==> config.mk <==
export PLATFORM = sky130hd
export DESIGN_NAME = mem_port_arbiter
export DESIGN_NICKNAME = d
export VERILOG_FILES = /design/src/rtl/mem_port_arbiter.sv
export SDC_FILE = /design/constraint.sdc
export NUM_CORES = 1
export LEC_CHECK = 0
export CAP_MARGIN = 40
export CELL_PAD_IN_SITES_DETAIL_PLACEMENT = 0
export CELL_PAD_IN_SITES_GLOBAL_PLACEMENT = 1
export CORE_AREA = 3 3 212 214
export CTS_BUF_LIST = sky130_fd_sc_hd__clkbuf_4 sky130_fd_sc_hd__clkbuf_8 sky130_fd_sc_hd__clkbuf_16
export DETAILED_ROUTE_END_ITERATION = 7
export DIE_AREA = 0 0 215 217
export GPL_ROUTABILITY_DRIVEN = 0
export PLACE_DENSITY = 0.58
export SLEW_MARGIN = 20
export SYNTH_ARGS = -nofsm -noshare
export SYNTH_HDL_FRONTEND = slang
export SYNTH_SLANG_ARGS = --single-unit
export TNS_END_PERCENT = 20
==> constraint.sdc <==
create_clock -name clk -period 1.96 [get_ports clk]
set_input_delay 0.196 -clock clk [delete_from_list [all_inputs] [get_ports clk]]
set_output_delay 0.196 -clock clk [all_outputs]
set_load 0.005 [all_outputs]
==> src/rtl/mem_port_arbiter.sv <==
// Shares one memory port between instruction fetch and the LSU, one transaction in flight.
// Define ARB_ROUND_ROBIN_EN to alternate grants on ties instead of fixed LSU priority.
module mem_port_arbiter #(
    parameter int unsigned TIMEOUT_CYCLES = 255,
    parameter logic [63:0] ERR_DATA       = 64'hDEAD_BEEF_DEAD_BEEF
) (
    input  logic        clk,
    input  logic        rst,

    input  logic        if_req_valid,
    output logic        if_req_ready,
    input  logic [63:0] if_addr,
    output logic        if_resp_valid,
    output logic [63:0] if_rdata,

    input  logic        lsu_req_valid,
    output logic        lsu_req_ready,
    input  logic [63:0] lsu_addr,
    input  logic        lsu_wen,
    input  logic [63:0] lsu_wdata,
    input  logic [7:0]  lsu_wmask,
    output logic        lsu_resp_valid,
    output logic [63:0] lsu_rdata,

    output logic        mem_req_valid,
    input  logic        mem_req_ready,
    output logic [63:0] mem_addr,
    output logic        mem_wen,
    output logic [63:0] mem_wdata,
    output logic [7:0]  mem_wmask,
    input  logic        mem_resp_valid,
    input  logic [63:0] mem_rdata,

    output logic        busy,
    output logic        err
);

    localparam int unsigned CNT_W   = (TIMEOUT_CYCLES > 1) ? $clog2(TIMEOUT_CYCLES) : 1;
    localparam int unsigned TO_LAST = (TIMEOUT_CYCLES == 0) ? 0 : TIMEOUT_CYCLES - 1;
    localparam bit          TO_EN   = (TIMEOUT_CYCLES != 0);
    localparam logic        OWN_IF  = 1'b0;
    localparam logic        OWN_LSU = 1'b1;

    typedef enum logic [1:0] {
        S_IDLE = 2'd0,
        S_REQ  = 2'd1,
        S_RESP = 2'd2
    } state_t;

    state_t             state;
    state_t             next_state;
    logic               owner;
    logic [CNT_W-1:0]   cnt;
    logic               any_req;
    logic               grant;
    logic               grant_lsu;
    logic               timeout_hit;

`ifdef ARB_ROUND_ROBIN_EN
    logic               last_grant;
`endif

    assign any_req = if_req_valid | lsu_req_valid;
    assign grant   = (state == S_IDLE) & any_req;

    // A sole requester always wins; a tie goes to LSU unless round robin says otherwise.
    always_comb begin
        grant_lsu = lsu_req_valid;
`ifdef ARB_ROUND_ROBIN_EN
        if (if_req_valid && lsu_req_valid) begin
            grant_lsu = (last_grant == OWN_IF);
        end
`endif
    end

    assign timeout_hit = TO_EN && (state == S_RESP) && !mem_resp_valid
                         && (cnt == CNT_W'(TO_LAST));

    // State register
    always_ff @(posedge clk) begin
        if (rst) begin
            state <= S_IDLE;
        end else begin
            state <= next_state;
        end
    end

    // Next-state logic
    always_comb begin
        next_state = state;
        case (state)
            S_IDLE:  if (any_req) next_state = S_REQ;
            S_REQ:   if (mem_req_ready) next_state = S_RESP;
            S_RESP:  if (mem_resp_valid || timeout_hit) next_state = S_IDLE;
            default: next_state = S_IDLE;
        endcase
    end

    // Output logic; handshakes are suppressed while rst is asserted so nothing is half-accepted.
    always_comb begin
        if_req_ready   = 1'b0;
        lsu_req_ready  = 1'b0;
        if_resp_valid  = 1'b0;
        lsu_resp_valid = 1'b0;
        if_rdata       = mem_rdata;
        lsu_rdata      = mem_rdata;
        mem_req_valid  = 1'b0;
        busy           = 1'b0;
        case (state)
            S_IDLE: begin
                if (!rst && any_req) begin
                    if_req_ready  = !grant_lsu;
                    lsu_req_ready = grant_lsu;
                end
            end
            S_REQ: begin
                mem_req_valid = 1'b1;
                busy          = 1'b1;
            end
            S_RESP: begin
                busy = 1'b1;
                if (!rst && (mem_resp_valid || timeout_hit)) begin
                    if_resp_valid  = (owner == OWN_IF);
                    lsu_resp_valid = (owner == OWN_LSU);
                end
                if (timeout_hit) begin
                    if_rdata  = ERR_DATA;
                    lsu_rdata = ERR_DATA;
                end else if (mem_wen) begin
                    lsu_rdata = '0;
                end
            end
            default: begin
                busy = 1'b0;
            end
        endcase
    end

    // Latched request, response timer and sticky error flag
    always_ff @(posedge clk) begin
        if (rst) begin
            owner     <= OWN_IF;
            mem_addr  <= '0;
            mem_wen   <= 1'b0;
            mem_wdata <= '0;
            mem_wmask <= '0;
            cnt       <= '0;
            err       <= 1'b0;
        end else begin
            if (grant) begin
                owner     <= grant_lsu;
                mem_addr  <= grant_lsu ? lsu_addr : if_addr;
                mem_wen   <= grant_lsu & lsu_wen;
                mem_wdata <= grant_lsu ? lsu_wdata : '0;
                mem_wmask <= (grant_lsu && lsu_wen) ? lsu_wmask : '0;
            end
            if (state == S_REQ && mem_req_ready) begin
                cnt <= '0;
            end else if (TO_EN && state == S_RESP && !mem_resp_valid) begin
                cnt <= cnt + CNT_W'(1);
            end
            if (timeout_hit || (mem_resp_valid && state != S_RESP)) begin
                err <= 1'b1;
            end
        end
    end

`ifdef ARB_ROUND_ROBIN_EN
    // Remembers the most recent winner for tie-breaking
    always_ff @(posedge clk) begin
        if (rst) begin
            last_grant <= OWN_LSU;
        end else if (grant) begin
            last_grant <= grant_lsu;
        end
    end
`endif

endmodule

* Word-level counts from Yosys, hierarchy flattened
Cells that the tools add are included.
Word-level totals: bits in registers 149, output and inout port bits 272, word-level logic and storage cells 58
Operators by class: add/sub/neg operators 1, bitwise logic cells 4, equal/unequal tests 7, mux-type cells 22, reductions and logical operators 16
Operator list (count):
- $mux 64 | 7
- $mux 1 | 10
- $add 8x1->8 const B | 1
- $eq 8x8->1 const B | 1
- $mux 8 | 1
- $logic_and 1x1->1 | 7
- $mux 2 | 3
- $ne 2x2->1 const B | 3
- $pmux 2 s3 | 1
- $reduce_or 2->1 | 2
- $logic_not 1->1 | 3
- $reduce_and 3->1 | 1
- $and 1x1->1 | 2
- $eq 2x1->1 const B | 1
- $eq 2x2->1 const B | 1
- $logic_not 2->1 | 1
- $logic_or 1x1->1 | 2
- $ne 2x1->1 const B | 1
- $not 1->1 | 1
- $or 1x1->1 | 1

* Depth between registers and ports, before layout
word-level depth 7, depth in mapped cells 8, gate-level depth less buffers 6

* Worst setup path after synthesis
Ideal clock, no wire load.
path type register to output, start point register state[0], end point output lsu_rdata[10], cell stages (with the launch flop) 9, arrival 1.523 ns, setup slack 0.241 ns, path through dfxtp_1 inv_1 ha_1 nand2b_1 or3_4 buf_6 buf_6 buf_6 nand2_2
On the way: longest elaborated chain between the ends 5
Ends and longest elaborated chain:
- start: declaration | line 50 | state_t state;
- start signal: assignment | line 84 | state <= next_state;
- $eq 2x2->1 (*) | line 76, 109
- $logic_and 1x1->1 | line 76 | assign timeout_hit = TO_EN && (state == S_RESP) && !mem_resp_valid
- $logic_and 1x1->1 | line 77 | && (cnt == CNT_W'(TO_LAST));
- $mux 64 | line 126 | if (timeout_hit) begin
- $mux 64 (*) | line 109 | case (state)
- end: declaration | line 23 | output logic [63:0] lsu_rdata,
Mark *: on every way between the ends. The rest lies on a longest branch, timed or not.

* Worst setup path in the final report
start point register cnt[0], end point output lsu_rdata[13]
On the way: longest elaborated chain between the ends 4
Ends and longest elaborated chain:
- start: declaration | line 53 | logic [CNT_W-1:0] cnt;
- start signal: assignment | line 160 | cnt <= cnt + CNT_W'(1);
- $eq 8x8->1 | line 77
- $logic_and 1x1->1 | line 77
- $mux 64 | line 126
- $mux 64 | line 109
No other way between the ends.

==> impl_table.tex <==
\begin{tabular}{lr}
\hline
Metric & Value \\
\hline
\multicolumn{2}{l}{\textbf{Status}} \\
Outcome & complete, but fails checks \\
Violations in the final reports & setup timing \\
\multicolumn{2}{l}{\textbf{Logic synthesis}} \\
Post-synth net total & 1009 \\
Ys async rst share & 0\% \\
Most used DFF post-synth & sky130\_fd\_sc\_hd\_\_dfxtp\_1 \\
Top cells by area, synth & sky130\_fd\_sc\_hd\_\_dfxtp\_1 45\%, sky130\_fd\_sc\_hd\_\_mux2i\_1 9.8\%, sky130\_fd\_sc\_hd\_\_a22o\_1 8.4\%, sky130\_fd\_sc\_hd\_\_a211oi\_1 7.4\%, sky130\_fd\_sc\_hd\_\_nand2\_1 5.2\% \\
Part of the Yosys area used for sequential elements & 44.8\% \\
Most instantiated cells after synthesis & 149 x sky130\_fd\_sc\_hd\_\_dfxtp\_1, 93 x sky130\_fd\_sc\_hd\_\_nand2\_1, 84 x sky130\_fd\_sc\_hd\_\_nor2\_1 \\
Number of different library cells in the post-synthesis netlist & 34 \\
Area share of the largest cell type after synthesis & 44.8\% \\
Mapped Avg Cell Area & 9.07 um2 \\
Post-synthesis cell type with the largest combined area & sky130\_fd\_sc\_hd\_\_dfxtp\_1 \\
Syn Inst Count & 733 \\
Synth warnings & 0 \\
Count leader, synth & sky130\_fd\_sc\_hd\_\_dfxtp\_1 \\
Cell area after technology mapping & 6650 um2 \\
\#FFs+latches synth & 149 \\
Number of flops mapped to enable cells by yosys & 0 \\
\multicolumn{2}{l}{\textbf{Detailed routing}} \\
DRC violation total after the first TritonRoute iteration & 306 \\
Number of antenna-violating nets in the routed design & 0 \\
First-pass iteration count of the detailed router & 4 \\
Post-detailed-route DRC marker count & 0 \\
Vias post-DR & 7411 \\
Uppermost metal layer occupied by signal nets & met5 \\
Amount of wire on met2 after detailed routing & 17500 um \\
WL per Instance & 17.7 um \\
Wire length on met3 & 2420 um \\
DR vias/cell & 3.90 \\
Final WL & 33700 um \\
Wire length on met1 & 13100 um \\
\multicolumn{2}{l}{\textbf{Global route}} \\
Largest net degree at the start of global routing & 65 \\
Congestion Overflow GR & 0 \\
Wire length of the first global-routing pass & 47000 um \\
Number of antenna violations at the first check in global routing & 3 \\
GRT Resource Usage Total & 13.4\% \\
Vias in the first global route & 7287 \\
\multicolumn{2}{l}{\textbf{CTS}} \\
CTS clk-pin slew, worst paths & 0.07 ns \\
\# H-tree levels & 4 \\
Total of hold buffers inserted after clock tree synthesis & 0 \\
Clk Latency, worst-skew pair & 0.44 ns \\
Clock tree from TritonCTS & built \\
Clock buffer count from CTS & 17 \\
Root cell of the clock tree & sky130\_fd\_sc\_hd\_\_clkbuf\_16 \\
\# clock sinks & 149 \\
Clk buf depth & 2 \\
\multicolumn{2}{l}{\textbf{Hold path}} \\
Critical hold path startpoint & rst \\
Min-Delay Path Depth & 3 \\
Min-delay worst type & primary input to flip-flop \\
Hold Path Sink & mem\_wen\$\_SDFFE\_PP0P\_ \\
\multicolumn{2}{l}{\textbf{Timing}} \\
Final count of pins violating max slew & 0 \\
Number of endpoints with negative hold slack in the final report & 0 \\
Count of final setup violators & 131 \\
Post-Route Hold Slack & 0.265 ns \\
Worst clock skew on the final layout & 0.00966 ns \\
Achievable Freq & 0.427 GHz \\
Share of the clock period used by the worst path & 119\% \\
Final-layout setup total negative slack & -28.73 ns \\
Max-slew headroom at the worst pin & 68.1\% \\
Worst Tran Pin Value & 0.478 ns \\
Unrepaired setup endpoints after global routing & yes \\
Smallest setup slack after layout & -0.381 ns \\
Final worst path period need & 2.34 ns \\
\multicolumn{2}{l}{\textbf{Worst setup path}} \\
Critical Path Source Type & flip-flop \\
Register-to-Register Setup Slack & 0.18 ns \\
Crit-path max cell delay & 0.48 ns \\
CP max FO & 19 \\
FF-to-FF path depth & 9 \\
Cells along the critical path & inv\_2, ha\_4, nand3\_4, or3\_4, buf\_6, clkbuf\_16, nand2\_2, clkdlybuf4s15\_2 \\
Signal arrival time at the worst endpoint & 2.14 ns \\
Worst reg2reg path endpoint & mem\_addr[19]\$\_SDFFE\_PP0P\_ \\
FF-to-FF Start & state[0]\$\_SDFFE\_PP0P\_ \\
Worst path slowest cell & sky130\_fd\_sc\_hd\_\_or3\_4 \\
Required time at the endpoint of the critical path & 1.76 ns \\
CP delay by family, top & simple AND/OR/NAND/NOR gates \\
Count of buffer and inverter cells on the critical path & 4 \\
Kind of critical path & flip-flop to output pin \\
Sort of element at the end of the critical path & output pin \\
\multicolumn{2}{l}{\textbf{Cells and area}} \\
Share of cells above drive strength 1 & 21.8\% \\
Signed area change from the synthesized netlist to the final layout & 106\% \\
Number of nets in the layout & 1574 \\
\multicolumn{2}{l}{\textbf{Placement}} \\
IO buf count & 542 \\
Half-perimeter wire length after detailed placement & 26100 um \\
\multicolumn{2}{l}{\textbf{Die}} \\
Placeable core region & 43100 um2 \\
Die span in x & 215 um \\
Boundary pin count & 543 \\
\# rows & 76 \\
DIE AREA & 46700 um2 \\
Initial cell density of the core & 15.4\% \\
Die height & 217 um \\
\multicolumn{2}{l}{\textbf{Pwr}} \\
Total design power & 11.1 mW \\
Power per unit of standard cell area & 809 nW/um2 \\
Leak Pwr & 5.91 nW \\
Peak supply drop & 584 uV \\
\multicolumn{2}{l}{\textbf{Run}} \\
Number of maximum-capacitance violations & 0 \\
\hline
\end{tabular}
==> cell usage in the layout, fill, tap and decap left out, types with 14 or more instances in the layout <==
cell type / synthesis / layout
sky130_fd_sc_hd__a211oi_1: 66 / 65
sky130_fd_sc_hd__nand2_2: 10 / 18
sky130_fd_sc_hd__and3_1: 19 / 16
sky130_fd_sc_hd__nor2_1: 84 / 82
sky130_fd_sc_hd__nand2_1: 93 / 81
sky130_fd_sc_hd__clkdlybuf4s15_2: 0 / 14
sky130_fd_sc_hd__clkbuf_16: 0 / 21
sky130_fd_sc_hd__mux2i_1: 65 / 65
sky130_fd_sc_hd__a22o_1: 64 / 64
sky130_fd_sc_hd__buf_2: 27 / 67
sky130_fd_sc_hd__and2_1: 16 / 14
sky130_fd_sc_hd__nand2b_1: 51 / 44
sky130_fd_sc_hd__dfxtp_1: 149 / 146
sky130_fd_sc_hd__clkbuf_2: 0 / 28
sky130_fd_sc_hd__buf_4: 1 / 32
sky130_fd_sc_hd__clkdlybuf4s50_1: 0 / 406
sky130_fd_sc_hd__buf_6: 6 / 40
==> worst max path at each step <==
stage	slack [ns]	startpoint	depth (start not counted)	to
finish	-0.38	cnt[0]$_SDFFE_PP0P_	8	lsu_rdata[13]
CTS	-0.63	state[0]$_SDFFE_PP0P_	7	if_rdata[1]
floorplan	0.24	state[0]$_SDFFE_PP0P_	8	lsu_rdata[10]
detailed placement	-0.36	mem_resp_valid	6	if_rdata[32]
global route	-0.46	cnt[0]$_SDFFE_PP0P_	8	lsu_rdata[13]
global placement	-0.34	mem_resp_valid	6	if_rdata[57]
==> tightest hold or removal path: cells and delay by family <==
kind                   cells  cell delay (ns)
buffers and inverters      2             0.37
and+or+nand+nor            1             0.09
==> cell type report <==
| class | count | area, um2 |
|---|---|---|
| fillers | 4535 | 29300 |
| well taps | 585 | 732 |
| clock inverters | 14 | 145 |
| flip-flops and latches | 149 | 2990 |
| repair buffers | 611 | 5840 |
| clock buffers | 18 | 439 |
| multi-input cells | 513 | 3560 |
| diodes | 2 | 5.00 |
| inverters | 6 | 22.5 |
==> cells by family after synthesis <==
| logic type | after synthesis | synth area share [%] |
|---|---|---|
| simple gates | 288 | 20.6 |
| flops | 149 | 44.8 |
| compound gates | 147 | 17.7 |
| buf+inv | 73 | 5.36 |
| mux | 65 | 9.78 |
| xor+xnor | 6 | 0.790 |
| fa+ha+maj | 5 | 0.941 |
==> flip-flops by register name, indices dropped and copies added (netlist names) <==
signal and cells:
cnt 8, err 1, mem_addr 64, mem_wdata 64
mem_wen 1, mem_wmask 8, owner 1, state 2
==> timing repair <==
| action | CTS | global route |
|---|---|---|
| setup endpoints to repair | 134 | 169 |
| resized for setup | 385 | 174 |
| pin swaps | 5 | 4 |
| hold endpoints to repair | 0 | 0 |
| cloned | 3 | 5 |
| buffers inserted | 6 | 18 |
==> metrics by stage <==
stage | worst slack [ns] | cells | utilization, % | area, um2
6_report | -0.381 | 1898 | 31.9 | 13700
3_5_place_dp | -0.360 | 1835 | 30.1 | 12900
2_1_floorplan | 0.241 | 733 | - | 6650
4_1_cts | -0.633 | 1876 | 31.5 | 13600
3_3_place_gp | -0.341 | 1835 | 30.1 | 12900
5_1_grt | -0.464 | 1898 | 31.9 | 13700
==> where the power goes <==
part	switching, mW	internal, mW
clock	1.48	1.82
combinational	1.63	2.31
sequential	0.298	3.57
total	3.41	7.70
==> layer usage <==
layer	global-route usage (%)	vias to the layer above
met1	14.5	3365
met3	4.57	27
met4	3.94	2
met2	24.6	321
li1	-	3696
met5	0	-
(Power assumes the default switching activity.)
